$ cat src/rtl/decoder_8b10b_if.sv
// ---------------------------------------------------------------------------
// decoder_8b10b_if
// Symbol-in / byte-out bundle for the 8b/10b receive decoder.
//   valid_i                 : symbol present this cycle (master -> decoder)
//   encoded_8b10b_symbol_i  : [9:4]=abcdei (a at bit 9), [3:0]=fghj
//   valid_o                 : decoded results valid this cycle
//   data_o                  : decoded byte, [7:5]=HGF, [4:0]=EDCBA
//   is_special_k_o          : symbol decoded as a K code
//   code_err_o              : symbol is not a legal code group
//   disp_err_o              : symbol violates the running disparity
//   rd_o                    : running disparity after last accepted symbol
// Modports: slave = decoder side, master = symbol source / result sink.
// ---------------------------------------------------------------------------
interface decoder_8b10b_if;
  logic       valid_i;
  logic [9:0] encoded_8b10b_symbol_i;
  logic       valid_o;
  logic [7:0] data_o;
  logic       is_special_k_o;
  logic       code_err_o;
  logic       disp_err_o;
  logic       rd_o;

  modport slave (
    input  valid_i,
    input  encoded_8b10b_symbol_i,
    output valid_o,
    output data_o,
    output is_special_k_o,
    output code_err_o,
    output disp_err_o,
    output rd_o
  );

  modport master (
    output valid_i,
    output encoded_8b10b_symbol_i,
    input  valid_o,
    input  data_o,
    input  is_special_k_o,
    input  code_err_o,
    input  disp_err_o,
    input  rd_o
  );
endinterface

$ cat src/rtl/decoder_8b10b.sv
// ---------------------------------------------------------------------------
// decoder_8b10b
// Receive-side 8b/10b decoder (IEEE 802.3 Clause 36 code tables). One symbol
// per valid cycle, registered results one cycle later, no backpressure.
// Tracks running disparity and flags code and disparity errors.
//
// Ports:
//   clk_i          : clock, rising edge
//   rst_i          : synchronous active-high reset
//   bus            : decoder_8b10b_if.slave (symbol in, byte/flags/RD out)
//   err_cnt_clr_i  : clear error counter (only with DECODER_8B10B_ERR_CNT_EN)
//   err_count_o    : saturating error count (only with DECODER_8B10B_ERR_CNT_EN)
//
// Parameters:
//   RD_INIT   : running disparity after reset (0 = RD-, 1 = RD+)
//   ERR_CNT_W : width of the optional error counter
//
// Optional feature macro: DECODER_8B10B_ERR_CNT_EN
// ---------------------------------------------------------------------------
module decoder_8b10b #(
  parameter logic        RD_INIT   = 1'b0,
  parameter int unsigned ERR_CNT_W = 16
) (
  input  logic                 clk_i,
  input  logic                 rst_i,
`ifdef DECODER_8B10B_ERR_CNT_EN
  input  logic                 err_cnt_clr_i,
  output logic [ERR_CNT_W-1:0] err_count_o,
`endif
  decoder_8b10b_if.slave       bus
);

  // Population count of a 6-bit sub-block.
  function automatic logic [2:0] pop6(input logic [5:0] v);
    logic [2:0] n;
    n = 3'd0;
    for (int i = 0; i < 6; i++) n = n + {2'b00, v[i]};
    return n;
  endfunction

  // Population count of a 4-bit sub-block.
  function automatic logic [2:0] pop4(input logic [3:0] v);
    logic [2:0] n;
    n = 3'd0;
    for (int i = 0; i < 4; i++) n = n + {2'b00, v[i]};
    return n;
  endfunction

  // 6b -> 5b lookup, both RD columns. Returns {found, EDCBA}.
  // The K28 sub-blocks (001111/110000) map to 28 as well.
  function automatic logic [5:0] dec6(input logic [5:0] s);
    logic [5:0] r;
    r = 6'd0;
    unique case (s)
      6'b100111, 6'b011000: r = {1'b1, 5'd0};
      6'b011101, 6'b100010: r = {1'b1, 5'd1};
      6'b101101, 6'b010010: r = {1'b1, 5'd2};
      6'b110001:            r = {1'b1, 5'd3};
      6'b110101, 6'b001010: r = {1'b1, 5'd4};
      6'b101001:            r = {1'b1, 5'd5};
      6'b011001:            r = {1'b1, 5'd6};
      6'b111000, 6'b000111: r = {1'b1, 5'd7};
      6'b111001, 6'b000110: r = {1'b1, 5'd8};
      6'b100101:            r = {1'b1, 5'd9};
      6'b010101:            r = {1'b1, 5'd10};
      6'b110100:            r = {1'b1, 5'd11};
      6'b001101:            r = {1'b1, 5'd12};
      6'b101100:            r = {1'b1, 5'd13};
      6'b011100:            r = {1'b1, 5'd14};
      6'b010111, 6'b101000: r = {1'b1, 5'd15};
      6'b011011, 6'b100100: r = {1'b1, 5'd16};
      6'b100011:            r = {1'b1, 5'd17};
      6'b010011:            r = {1'b1, 5'd18};
      6'b110010:            r = {1'b1, 5'd19};
      6'b001011:            r = {1'b1, 5'd20};
      6'b101010:            r = {1'b1, 5'd21};
      6'b011010:            r = {1'b1, 5'd22};
      6'b111010, 6'b000101: r = {1'b1, 5'd23};
      6'b110011, 6'b001100: r = {1'b1, 5'd24};
      6'b100110:            r = {1'b1, 5'd25};
      6'b010110:            r = {1'b1, 5'd26};
      6'b110110, 6'b001001: r = {1'b1, 5'd27};
      6'b001110, 6'b001111,
      6'b110000:            r = {1'b1, 5'd28};
      6'b101110, 6'b010001: r = {1'b1, 5'd29};
      6'b011110, 6'b100001: r = {1'b1, 5'd30};
      6'b101011, 6'b010100: r = {1'b1, 5'd31};
      default:              r = 6'd0;
    endcase
    return r;
  endfunction

  // 4b -> 3b lookup for data characters, including primary and alternate
  // x.7 forms. Returns {found, HGF}.
  function automatic logic [3:0] dec4(input logic [3:0] s);
    logic [3:0] r;
    r = 4'd0;
    unique case (s)
      4'b1011, 4'b0100:                   r = {1'b1, 3'd0};
      4'b1001:                            r = {1'b1, 3'd1};
      4'b0101:                            r = {1'b1, 3'd2};
      4'b1100, 4'b0011:                   r = {1'b1, 3'd3};
      4'b1101, 4'b0010:                   r = {1'b1, 3'd4};
      4'b1010:                            r = {1'b1, 3'd5};
      4'b0110:                            r = {1'b1, 3'd6};
      4'b1110, 4'b0001, 4'b0111, 4'b1000: r = {1'b1, 3'd7};
      default:                            r = 4'd0;
    endcase
    return r;
  endfunction

  // fghj that may follow abcdei=001111 in a K28.y symbol. The 110000 form is
  // the bitwise complement of the whole symbol, so its fghj is inverted
  // before this lookup. Returns {found, y}.
  function automatic logic [3:0] dec4_k28(input logic [3:0] s);
    logic [3:0] r;
    r = 4'd0;
    unique case (s)
      4'b0100: r = {1'b1, 3'd0};
      4'b1001: r = {1'b1, 3'd1};
      4'b0101: r = {1'b1, 3'd2};
      4'b0011: r = {1'b1, 3'd3};
      4'b0010: r = {1'b1, 3'd4};
      4'b1010: r = {1'b1, 3'd5};
      4'b0110: r = {1'b1, 3'd6};
      4'b1000: r = {1'b1, 3'd7};
      default: r = 4'd0;
    endcase
    return r;
  endfunction

  logic       valid_q, valid_d;
  logic [7:0] data_q, data_d;
  logic       k_q, k_d;
  logic       code_err_q, code_err_d;
  logic       disp_err_q, disp_err_d;
  logic       rd_q, rd_d;

  logic [5:0] s6;
  logic [3:0] s4;
  logic [2:0] n6, n4;
  logic [5:0] d6;
  logic [3:0] d4, dk;
  logic       is_k28_6b;
  logic       k_x7;
  logic       code_err_w;
  logic       disp_err_w;
  logic       k_w;
  logic [7:0] data_w;
  logic       pos6, neg6, pos4, neg4;
  logic       flt6, flt4;
  logic       rd_mid, rd_end;

  assign s6 = bus.encoded_8b10b_symbol_i[9:4];
  assign s4 = bus.encoded_8b10b_symbol_i[3:0];
  assign n6 = pop6(s6);
  assign n4 = pop4(s4);
  assign d6 = dec6(s6);
  assign d4 = dec4(s4);

  assign is_k28_6b = (s6 == 6'b001111) || (s6 == 6'b110000);
  assign dk        = dec4_k28((s6 == 6'b110000) ? ~s4 : s4);

  // K23.7/K27.7/K29.7/K30.7: the D23/27/29/30 6b code followed by the
  // alternate 7 form that would be illegal for data at that RD.
  assign k_x7 = d6[5] &&
                ((d6[4:0] == 5'd23) || (d6[4:0] == 5'd27) ||
                 (d6[4:0] == 5'd29) || (d6[4:0] == 5'd30)) &&
                (((n6 > 3'd3) && (s4 == 4'b1000)) ||
                 ((n6 < 3'd3) && (s4 == 4'b0111)));

  // Table misses already cover illegal ones counts; the counts are kept
  // explicit so the rule reads directly.
  assign code_err_w = (n6 < 3'd2) || (n6 > 3'd4) ||
                      (n4 < 3'd1) || (n4 > 3'd3) ||
                      !d6[5] || !d4[3] ||
                      (is_k28_6b && !dk[3]);

  assign k_w = !code_err_w && ((is_k28_6b && dk[3]) || k_x7);

  always_comb begin
    data_w = 8'h00;
    if (is_k28_6b && dk[3]) begin
      data_w = {dk[2:0], 5'd28};
    end else if (d6[5] && d4[3]) begin
      data_w = {d4[2:0], d6[4:0]};
    end
  end

  // Running disparity, 6b first then 4b from the intermediate RD.
  // 000111/111000 and 0011/1100 are balanced but pin RD to a known side.
  assign pos6   = (n6 > 3'd3) || (s6 == 6'b000111);
  assign neg6   = (n6 < 3'd3) || (s6 == 6'b111000);
  assign flt6   = ((n6 > 3'd3) && rd_q) || ((n6 < 3'd3) && !rd_q);
  assign rd_mid = pos6 ? 1'b1 : (neg6 ? 1'b0 : rd_q);

  assign pos4   = (n4 > 3'd2) || (s4 == 4'b0011);
  assign neg4   = (n4 < 3'd2) || (s4 == 4'b1100);
  assign flt4   = ((n4 > 3'd2) && rd_mid) || ((n4 < 3'd2) && !rd_mid);
  assign rd_end = pos4 ? 1'b1 : (neg4 ? 1'b0 : rd_mid);

  assign disp_err_w = flt6 || flt4;

  always_comb begin
    valid_d    = 1'b0;
    code_err_d = 1'b0;
    disp_err_d = 1'b0;
    data_d     = data_q;
    k_d        = k_q;
    rd_d       = rd_q;
    if (bus.valid_i) begin
      valid_d    = 1'b1;
      code_err_d = code_err_w;
      disp_err_d = disp_err_w;
      data_d     = data_w;
      k_d        = k_w;
      rd_d       = rd_end;
    end
  end

  always_ff @(posedge clk_i) begin
    if (rst_i) begin
      valid_q    <= 1'b0;
      data_q     <= 8'h00;
      k_q        <= 1'b0;
      code_err_q <= 1'b0;
      disp_err_q <= 1'b0;
      rd_q       <= RD_INIT;
    end else begin
      valid_q    <= valid_d;
      data_q     <= data_d;
      k_q        <= k_d;
      code_err_q <= code_err_d;
      disp_err_q <= disp_err_d;
      rd_q       <= rd_d;
    end
  end

  assign bus.valid_o        = valid_q;
  assign bus.data_o         = data_q;
  assign bus.is_special_k_o = k_q;
  assign bus.code_err_o     = code_err_q;
  assign bus.disp_err_o     = disp_err_q;
  assign bus.rd_o           = rd_q;

`ifdef DECODER_8B10B_ERR_CNT_EN
  localparam logic [ERR_CNT_W-1:0] CNT_MAX = {ERR_CNT_W{1'b1}};
  localparam logic [ERR_CNT_W-1:0] CNT_ONE = {{(ERR_CNT_W-1){1'b0}}, 1'b1};

  logic [ERR_CNT_W-1:0] err_cnt_q, err_cnt_d;

  // Updates on the same edge as the error flags; clear wins over increment.
  always_comb begin
    err_cnt_d = err_cnt_q;
    if (err_cnt_clr_i) begin
      err_cnt_d = '0;
    end else if (bus.valid_i && (code_err_w || disp_err_w) &&
                 (err_cnt_q != CNT_MAX)) begin
      err_cnt_d = err_cnt_q + CNT_ONE;
    end
  end

  always_ff @(posedge clk_i) begin
    if (rst_i) begin
      err_cnt_q <= '0;
    end else begin
      err_cnt_q <= err_cnt_d;
    end
  end

  assign err_count_o = err_cnt_q;
`endif

endmodule

$ cat src/flat_wrapper.sv
// flat-port wrapper written by rule: the top's interface ports become plain ports
module decoder_8b10b_flat 
#(
  parameter logic        RD_INIT   = 1'b0,
  parameter int unsigned ERR_CNT_W = 16
)
  (clk_i, rst_i, bus_valid_i, bus_encoded_8b10b_symbol_i, bus_valid_o, bus_data_o, bus_is_special_k_o, bus_code_err_o, bus_disp_err_o, bus_rd_o);
  decoder_8b10b_if bus_i ();
  input  logic clk_i;
  input  logic rst_i;
  input wire logic [$bits(bus_i.valid_i)-1:0] bus_valid_i;
  input wire logic [$bits(bus_i.encoded_8b10b_symbol_i)-1:0] bus_encoded_8b10b_symbol_i;
  output wire logic [$bits(bus_i.valid_o)-1:0] bus_valid_o;
  output wire logic [$bits(bus_i.data_o)-1:0] bus_data_o;
  output wire logic [$bits(bus_i.is_special_k_o)-1:0] bus_is_special_k_o;
  output wire logic [$bits(bus_i.code_err_o)-1:0] bus_code_err_o;
  output wire logic [$bits(bus_i.disp_err_o)-1:0] bus_disp_err_o;
  output wire logic [$bits(bus_i.rd_o)-1:0] bus_rd_o;
  assign bus_i.valid_i = bus_valid_i;
  assign bus_i.encoded_8b10b_symbol_i = bus_encoded_8b10b_symbol_i;
  assign bus_valid_o = bus_i.valid_o;
  assign bus_data_o = bus_i.data_o;
  assign bus_is_special_k_o = bus_i.is_special_k_o;
  assign bus_code_err_o = bus_i.code_err_o;
  assign bus_disp_err_o = bus_i.disp_err_o;
  assign bus_rd_o = bus_i.rd_o;
  decoder_8b10b #(.RD_INIT(RD_INIT), .ERR_CNT_W(ERR_CNT_W)) u_core (.clk_i(clk_i), .rst_i(rst_i), .bus(bus_i));
endmodule
$ cat config.mk
export PLATFORM = sky130hd
export DESIGN_NAME = decoder_8b10b_flat
export DESIGN_NICKNAME = d
export VERILOG_FILES = /design/src/rtl/decoder_8b10b_if.sv /design/src/rtl/decoder_8b10b.sv /design/src/flat_wrapper.sv
export SDC_FILE = /design/constraint.sdc
export NUM_CORES = 1
export LEC_CHECK = 0
export ABC_AREA = 1
export CAP_MARGIN = 25
export CELL_PAD_IN_SITES_DETAIL_PLACEMENT = 1
export CELL_PAD_IN_SITES_GLOBAL_PLACEMENT = 2
export CORE_ASPECT_RATIO = 0.7
export CORE_MARGIN = 5
export CORE_UTILIZATION = 32
export DETAILED_ROUTE_END_ITERATION = 8
export PLACE_DENSITY = 0.88
export RECOVER_POWER = 50
export SYNTH_ARGS = -nofsm -noshare
export SYNTH_HDL_FRONTEND = slang
export SYNTH_SLANG_ARGS = --single-unit
$ cat constraint.sdc
create_clock -name clk_i -period 4.6 [get_ports clk_i]
set_input_delay 0.46 -clock clk_i [delete_from_list [all_inputs] [get_ports clk_i]]
set_output_delay 0.46 -clock clk_i [all_outputs]
set_load 0.01 [all_outputs]
==> results.sh, run 1 <==
export IMPL_critPathLaunchType="input pin"
export IMPL_route_detailed_wl_per_inst_microns=14.4
export IMPL_worst_slew_pin_slew_ns=0.411
export IMPL_cts_setup_buffers=0
export IMPL_root_buffer="clkbuf_8"
export IMPL_nets=358
export IMPL_gp_congestion=0.872
export IMPL_clkSinkCount=13
export IMPL_relSlewSlack_pct=72.5
export IMPL_nFillCells=768
export IMPL_max_cap_viol_count=0
export IMPL_report_final_hold_viol_count=0
export IMPL_yosysSeqAreaShare_pct=13.8
export IMPL_grt_pass1_vias=2020
export IMPL_end_kind="register"
export IMPL_setup_violations=0
export IMPL_final_cell_mix="nand2_1 (83), inv_1 (33), nand3_1 (33), nor2_1 (21)"
export IMPL_leakagePower_uw=0.00111
export IMPL_ys_ff_latch=13
export IMPL_rows=23
export IMPL_start_util_pct=33.0
export IMPL_crit_required_ns=4.77
export IMPL_vias_per_cell=4.87
export IMPL_r2r_setup_slack_ns=3.58
export IMPL_place_area_sq_mm=0.00217
export IMPL_seqPwrFrac_pct=28.6
export IMPL_syn2layout_area_growth_pct=17.4
export IMPL_ir_drop_v=0.0000695
export IMPL_synth_top_area_cell="nand2_1"
export IMPL_cts_max_level=1
export IMPL_dieWidth_microns=102
export IMPL_crit_fanout=6
export IMPL_drive_above_1_share_pct=12.7
export IMPL_numPortBuffers=25
export IMPL_p_clk_share_pct=23.2
export IMPL_clock_skew_final_ns=0.000281
export IMPL_fin_tns_setup_ns=0
export IMPL_syn_avg_cell_area_sq_um=6.31
export IMPL_finalCritPeriodShare_pct=84.0
export IMPL_ant_nets=0
export IMPL_cts_resized=0
export IMPL_syn_area_sq_mm=0.00189
export IMPL_power_frac_comb_pct=48.2
export IMPL_multi_input_area_sq_mm=0.00139
export IMPL_synth_nets=333
export IMPL_rsz0062_at_grt="no"
export IMPL_antenna_found_initial=0
export IMPL_final_util_pct=38.7
export IMPL_final_common_cell="nand2_1"
export IMPL_die_h_microns=74.3
export IMPL_cts_tree="built"
export IMPL_switchingPower_uw=178
export IMPL_drc=0
export IMPL_place_ws_ns=0.488
export IMPL_power_density_mw_per_mm2=199
export IMPL_grt_overflow_total=0
export IMPL_p_sw_share_pct=40.5
export IMPL_status="finished, final reports clean"
export IMPL_finalMaxSlewViolations=0
export IMPL_fin_area_sq_mm=0.00222
export IMPL_ys_warn_count=0
export IMPL_reg2reg_from="u_core.bus.rd_o$_SDFFE_PP0P_"
export IMPL_coreArea_sq_mm=0.00573
export IMPL_diodes=0
export IMPL_grt_util_all_layers_pct=16.2
export IMPL_cts_buffers=3
export IMPL_yosys_top_cells_area="nand2_1 (17%), dfxtp_1 (14%), ha_1 (11%)"
export IMPL_vias=1938
export IMPL_critical_path_startpoint="bus_encoded_8b10b_symbol_i[4]"
export IMPL_min_path_type="reg2reg"
export IMPL_dp_hpwl_microns=4900
export IMPL_max_freq_ghz=0.259
export IMPL_grt_first_pass_wirelength_microns=9870
export IMPL_synthDistinctLibCells=34
export IMPL_drt_iter0_drc=95
export IMPL_cts_hold_buffers=0
export IMPL_dieArea_sq_mm=0.00756
export IMPL_ioPinCount=26
export IMPL_worst_ep_arrival_time_ns=4.04
export IMPL_clk_latency_ns=0.24
export IMPL_internal_power_uw=262
export IMPL_finalCriticalPeriod_ns=3.86
export IMPL_yosysTopAreaCellShare_pct=16.5
export IMPL_clk_pin_slew_ns=0.05
export IMPL_clockBufferDepth=2
export IMPL_synth_cells=299
export IMPL_first_pass_iters=4
export IMPL_hp_start="u_core.bus.data_o[0]$_SDFFE_PP0P_"
export IMPL_register_area_sq_um=260
export IMPL_crit_type="in2reg"
export IMPL_finalWirelength_microns=5740
export IMPL_grt_max_degree=21
export IMPL_finalWorstSetupSlack_ns=0.736
## path summary, 6_finish.rpt
| kind | to | cells past startpoint |
|---|---|---|
| worst max register to register | u_core.bus.disp_err_o$_SDFF_PP0_ | 5 |
| worst max-delay path | u_core.bus.is_special_k_o$_SDFFE_PP0P_ | 19 |
| worst min register to register | u_core.bus.data_o[0]$_SDFFE_PP0P_ | 2 |
| worst min-delay path | u_core.bus.data_o[0]$_SDFFE_PP0P_ | 2 |
## power groups by stage
| stage | combinational, uW | sequential, uW | clock (uW) |
|---|---|---|---|
| floorplan | 141 | 132 | 0 |
| global placement | 210 | 128 | 0 |
| CTS | 216 | 126 | 106 |
| detailed placement | 215 | 129 | 0 |
| global route | 242 | 127 | 111 |
| finish | 212 | 126 | 102 |
## critical path: stages
cell and delay [ns]:
clkdlybuf4s50_1 0.62, inv_1 0.16, ha_1 0.36, inv_1 0.12
fa_1 0.44, fa_1 0.38, inv_1 0.09, fa_1 0.43
inv_1 0.10, o21ai_0 0.12, nor3_1 0.17, nor2_1 0.06
nor2_1 0.11, nand2_1 0.06, nor2_1 0.10, nand2_1 0.05
nand2_1 0.05, nand2_1 0.06, a21oi_2 0.10
## through the flow
| stage | cells | hold WS (ns) | total power [uW] |
|---|---|---|---|
| floorplan | 299 | 0.488 | 274 |
| global placement | 394 | 0.457 | 338 |
| detailed placement | 394 | 0.462 | 344 |
| CTS | 398 | 0.471 | 449 |
| global route | 398 | 0.486 | 480 |
| finish | 398 | 0.466 | 440 |
## synth_stat cells, drive strengths merged
master	number
a211oi	1
a21boi	1
a21oi	20
a22oi	1
a31oi	1
buf	6
clkinv	1
dfxtp	13
dlymetal6s2s	1
fa	4
ha	17
inv	41
nand2	95
nand3	37
nand3b	1
nand4	2
nor2	27
nor3	3
o2111ai	1
o211ai	5
o21ai	19
o221ai	1
xor2	1
## cells by family after synthesis
logic type                 synth area share (%)
xor gates and xnor gates                  0.862
DFF                                        13.8
adders and majority gates                  15.5
AOI/OAI and AO/OA                          15.8
buffers and inverters                      12.4
and+or+nand+nor                            41.7
## layer usage
layer	global-route usage, %	vias to the layer above	wire, microns	part of all wire, %
met2	24.3	30	2300	40
met1	25.4	887	3160	55
li1	-	1017	-	-
met3	1.87	4	256	4.5
met4	2.18	0	33	0.57
met5	0	-	0	0
## flip-flops by register name (all words and copies together) (netlist names)
signal	count
u_core.bus.data_o	8
u_core.bus.code_err_o	1
u_core.bus.disp_err_o	1
u_core.bus.is_special_k_o	1
u_core.bus.rd_o	1
u_core.bus.valid_o	1
## area by class of cell
type / count / area share, %
sequential: 13 / 11.7
timing repair buffer: 27 / 12.0
multi-input combinational: 237 / 62.9
clock buffer: 4 / 2.03
inverter: 42 / 7.11
tap: 75 / 4.23
No activity file was read; power rests on OpenSTA's default activity.
==> inputs of run 2 (changes only) <==
Settings changed: CORE_UTILIZATION 32 to 30, PLACE_DENSITY 0.88 to 0.83.
Clock period 4.6 ns to 3.84 ns, I/O delays scaled along.
==> run 2 against run 1 <==
  * Design area grew 2.1%
  * Die area grew 5.9%
  * Highest routed layer is now met3
  * Register-to-register slack lost 0.76 ns
  * First-iteration DRC count shrank 15%
  * Core utilization shrank 2.1 points
  * Clock power grew 22%
==> results.sh, run 2 (synthesis gave the netlist of run 1 again) <==
export IMPL_status="finished, final reports clean"
export IMPL_critPathLaunchType="input pin"
export IMPL_finalWirelength_microns=5770
export IMPL_clk_pin_slew_ns=0.06
export IMPL_finalMaxSlewViolations=0
export IMPL_diodes=0
export IMPL_power_density_mw_per_mm2=235
export IMPL_grt_util_all_layers_pct=14.3
export IMPL_end_kind="register"
export IMPL_dieArea_sq_mm=0.00801
export IMPL_clockBufferDepth=2
export IMPL_crit_type="in2reg"
export IMPL_vias_per_cell=4.89
export IMPL_start_util_pct=30.5
export IMPL_largest_reg_flops=8
export IMPL_leakagePower_uw=0.00113
export IMPL_antenna_found_initial=0
export IMPL_ant_nets=0
export IMPL_first_pass_iters=4
export IMPL_drt_iter0_drc=81
export IMPL_cts_max_level=1
export IMPL_grt_first_pass_wirelength_microns=9700
export IMPL_grt_max_degree=20
export IMPL_finalCriticalPeriod_ns=3.52
export IMPL_worst_slew_pin_slew_ns=0.401
export IMPL_dieWidth_microns=105
export IMPL_cp_common_cell="nand2_1"
export IMPL_critPathSlowestCell="clkdlybuf4s50_1"
export IMPL_cts_tree="built"
export IMPL_multi_input_area_sq_mm=0.00141
export IMPL_rsz0062_at_grt="no"
export IMPL_rows=24
export IMPL_die_h_microns=76.4
export IMPL_clock_skew_final_ns=0.00188
export IMPL_grt_overflow_total=0
export IMPL_relSlewSlack_pct=73.2
export IMPL_min_path_type="reg2reg"
export IMPL_worst_ep_arrival_time_ns=3.70
export IMPL_place_area_sq_mm=0.00220
export IMPL_cp_cell_sequence="clkdlybuf4s50_1 > inv_2 > ha_4 > inv_1 > fa_1 > fa_1 > inv_1 > fa_1 > inv_1 > o21ai_0 > nor3_1 > nor2_1 > nor2_1 > nand2_1 > nor2_1 > nand2_1 > nand2_1 > nand2_1 > a21oi_2"
export IMPL_fin_area_sq_mm=0.00226
export IMPL_finalCritPeriodShare_pct=91.7
export IMPL_syn2layout_area_growth_pct=19.8
export IMPL_fin_tns_setup_ns=0
export IMPL_setup_violations=0
export IMPL_crit_required_ns=4.02
export IMPL_cts_hold_buffers=0
export IMPL_root_buffer="clkbuf_8"
export IMPL_numPortBuffers=25
export IMPL_clkSinkCount=13
export IMPL_register_area_sq_um=260
export IMPL_report_final_hold_viol_count=0
export IMPL_crit_fanout=4
export IMPL_grt_pass1_vias=1910
export IMPL_max_cap_viol_count=0
export IMPL_vias=1982
export IMPL_max_freq_ghz=0.284
export IMPL_dp_hpwl_microns=4860
export IMPL_cts_buffers=3
export IMPL_final_common_cell="nand2_1"
export IMPL_place_ws_ns=0.0455
export IMPL_slowest_delay_ns=0.51
export IMPL_ioPinCount=26
export IMPL_clk_latency_ns=0.24
export IMPL_finalWorstSetupSlack_ns=0.318
export IMPL_gp_congestion=0.869
export IMPL_drc=0
export IMPL_route_detailed_wl_per_inst_microns=14.3
export IMPL_drive_above_1_share_pct=14.4
export IMPL_coreArea_sq_mm=0.00619
export IMPL_nets=362
export IMPL_final_cell_mix="nand2_1 (83), nand3_1 (33), inv_1 (32), nor2_1 (21), a21oi_1 (17)"
export IMPL_nFillCells=805
export IMPL_ir_drop_v=0.000125
==> run 2: repair_timing <==
item                       in CTS  in global routing
buffers inserted                0                  0
setup endpoints to repair       0                  1
gates resized for setup         0                  2
==> run 2: where the power goes <==
part	switching, uW	internal, uW	total (uW)
logic	159	98.2	258
registers	4.98	146	150
clock network	50.9	73.4	124
total	215	317	532
==> run 2: critical path, delay by kind of cell <==
family                     cells  cell delay (ns)
AOI/OAI and AO/OA              2             0.23
buffers and inverters          5             0.84
adders and majority gates      4             1.52
and+or+nand+nor                8             0.73
==> run 2: metrics by stage <==
step | total power [uW] | hold slack, ns | utilization, % | cells
after floorplan | 328 | 0.488 | - | 299
after global placement | 409 | 0.455 | 35.6 | 401
after detailed placement | 414 | 0.460 | 35.6 | 401
after CTS | 539 | 0.469 | 36.4 | 405
after global routing | 579 | 0.501 | 36.6 | 405
final | 532 | 0.462 | 36.6 | 405
==> run 2: final cells by class <==
cell class,count,area share (%)
flip-flops and latches,13,11.5
well taps,78,4.31
clock buffers,4,1.99
multi-input cells,237,62.2
inverters,42,6.97
repair buffers,31,13.1
==> run 2: path summary, 6_finish.rpt <==
path,from,end,slack (ns),depth (start not counted)
max,bus_encoded_8b10b_symbol_i[5],u_core.bus.is_special_k_o$_SDFFE_PP0P_,0.32,19
min,u_core.bus.data_o[5]$_SDFFE_PP0P_,u_core.bus.data_o[5]$_SDFFE_PP0P_,0.46,2
max reg2reg,u_core.bus.rd_o$_SDFFE_PP0P_,u_core.bus.disp_err_o$_SDFF_PP0_,2.82,5
min reg2reg,u_core.bus.data_o[5]$_SDFFE_PP0P_,u_core.bus.data_o[5]$_SDFFE_PP0P_,0.46,2
==> run 2: per-layer routing <==
metal / vias up / global-route usage [%] / wire length [microns]
met3: 0 / 1.44 / 203
met2: 29 / 21.2 / 2430
li1: 1025 / - / -
met4: 0 / 1.53 / 0
met1: 928 / 22.8 / 3140
met5: - / 0 / 0
==> inputs of run 3 (changes only) <==
Settings changed: CTS_CLUSTER_SIZE set to 14.
==> results of run 3 <==
Same layout as run 2: the final DEF is identical, and so are final timing and power.
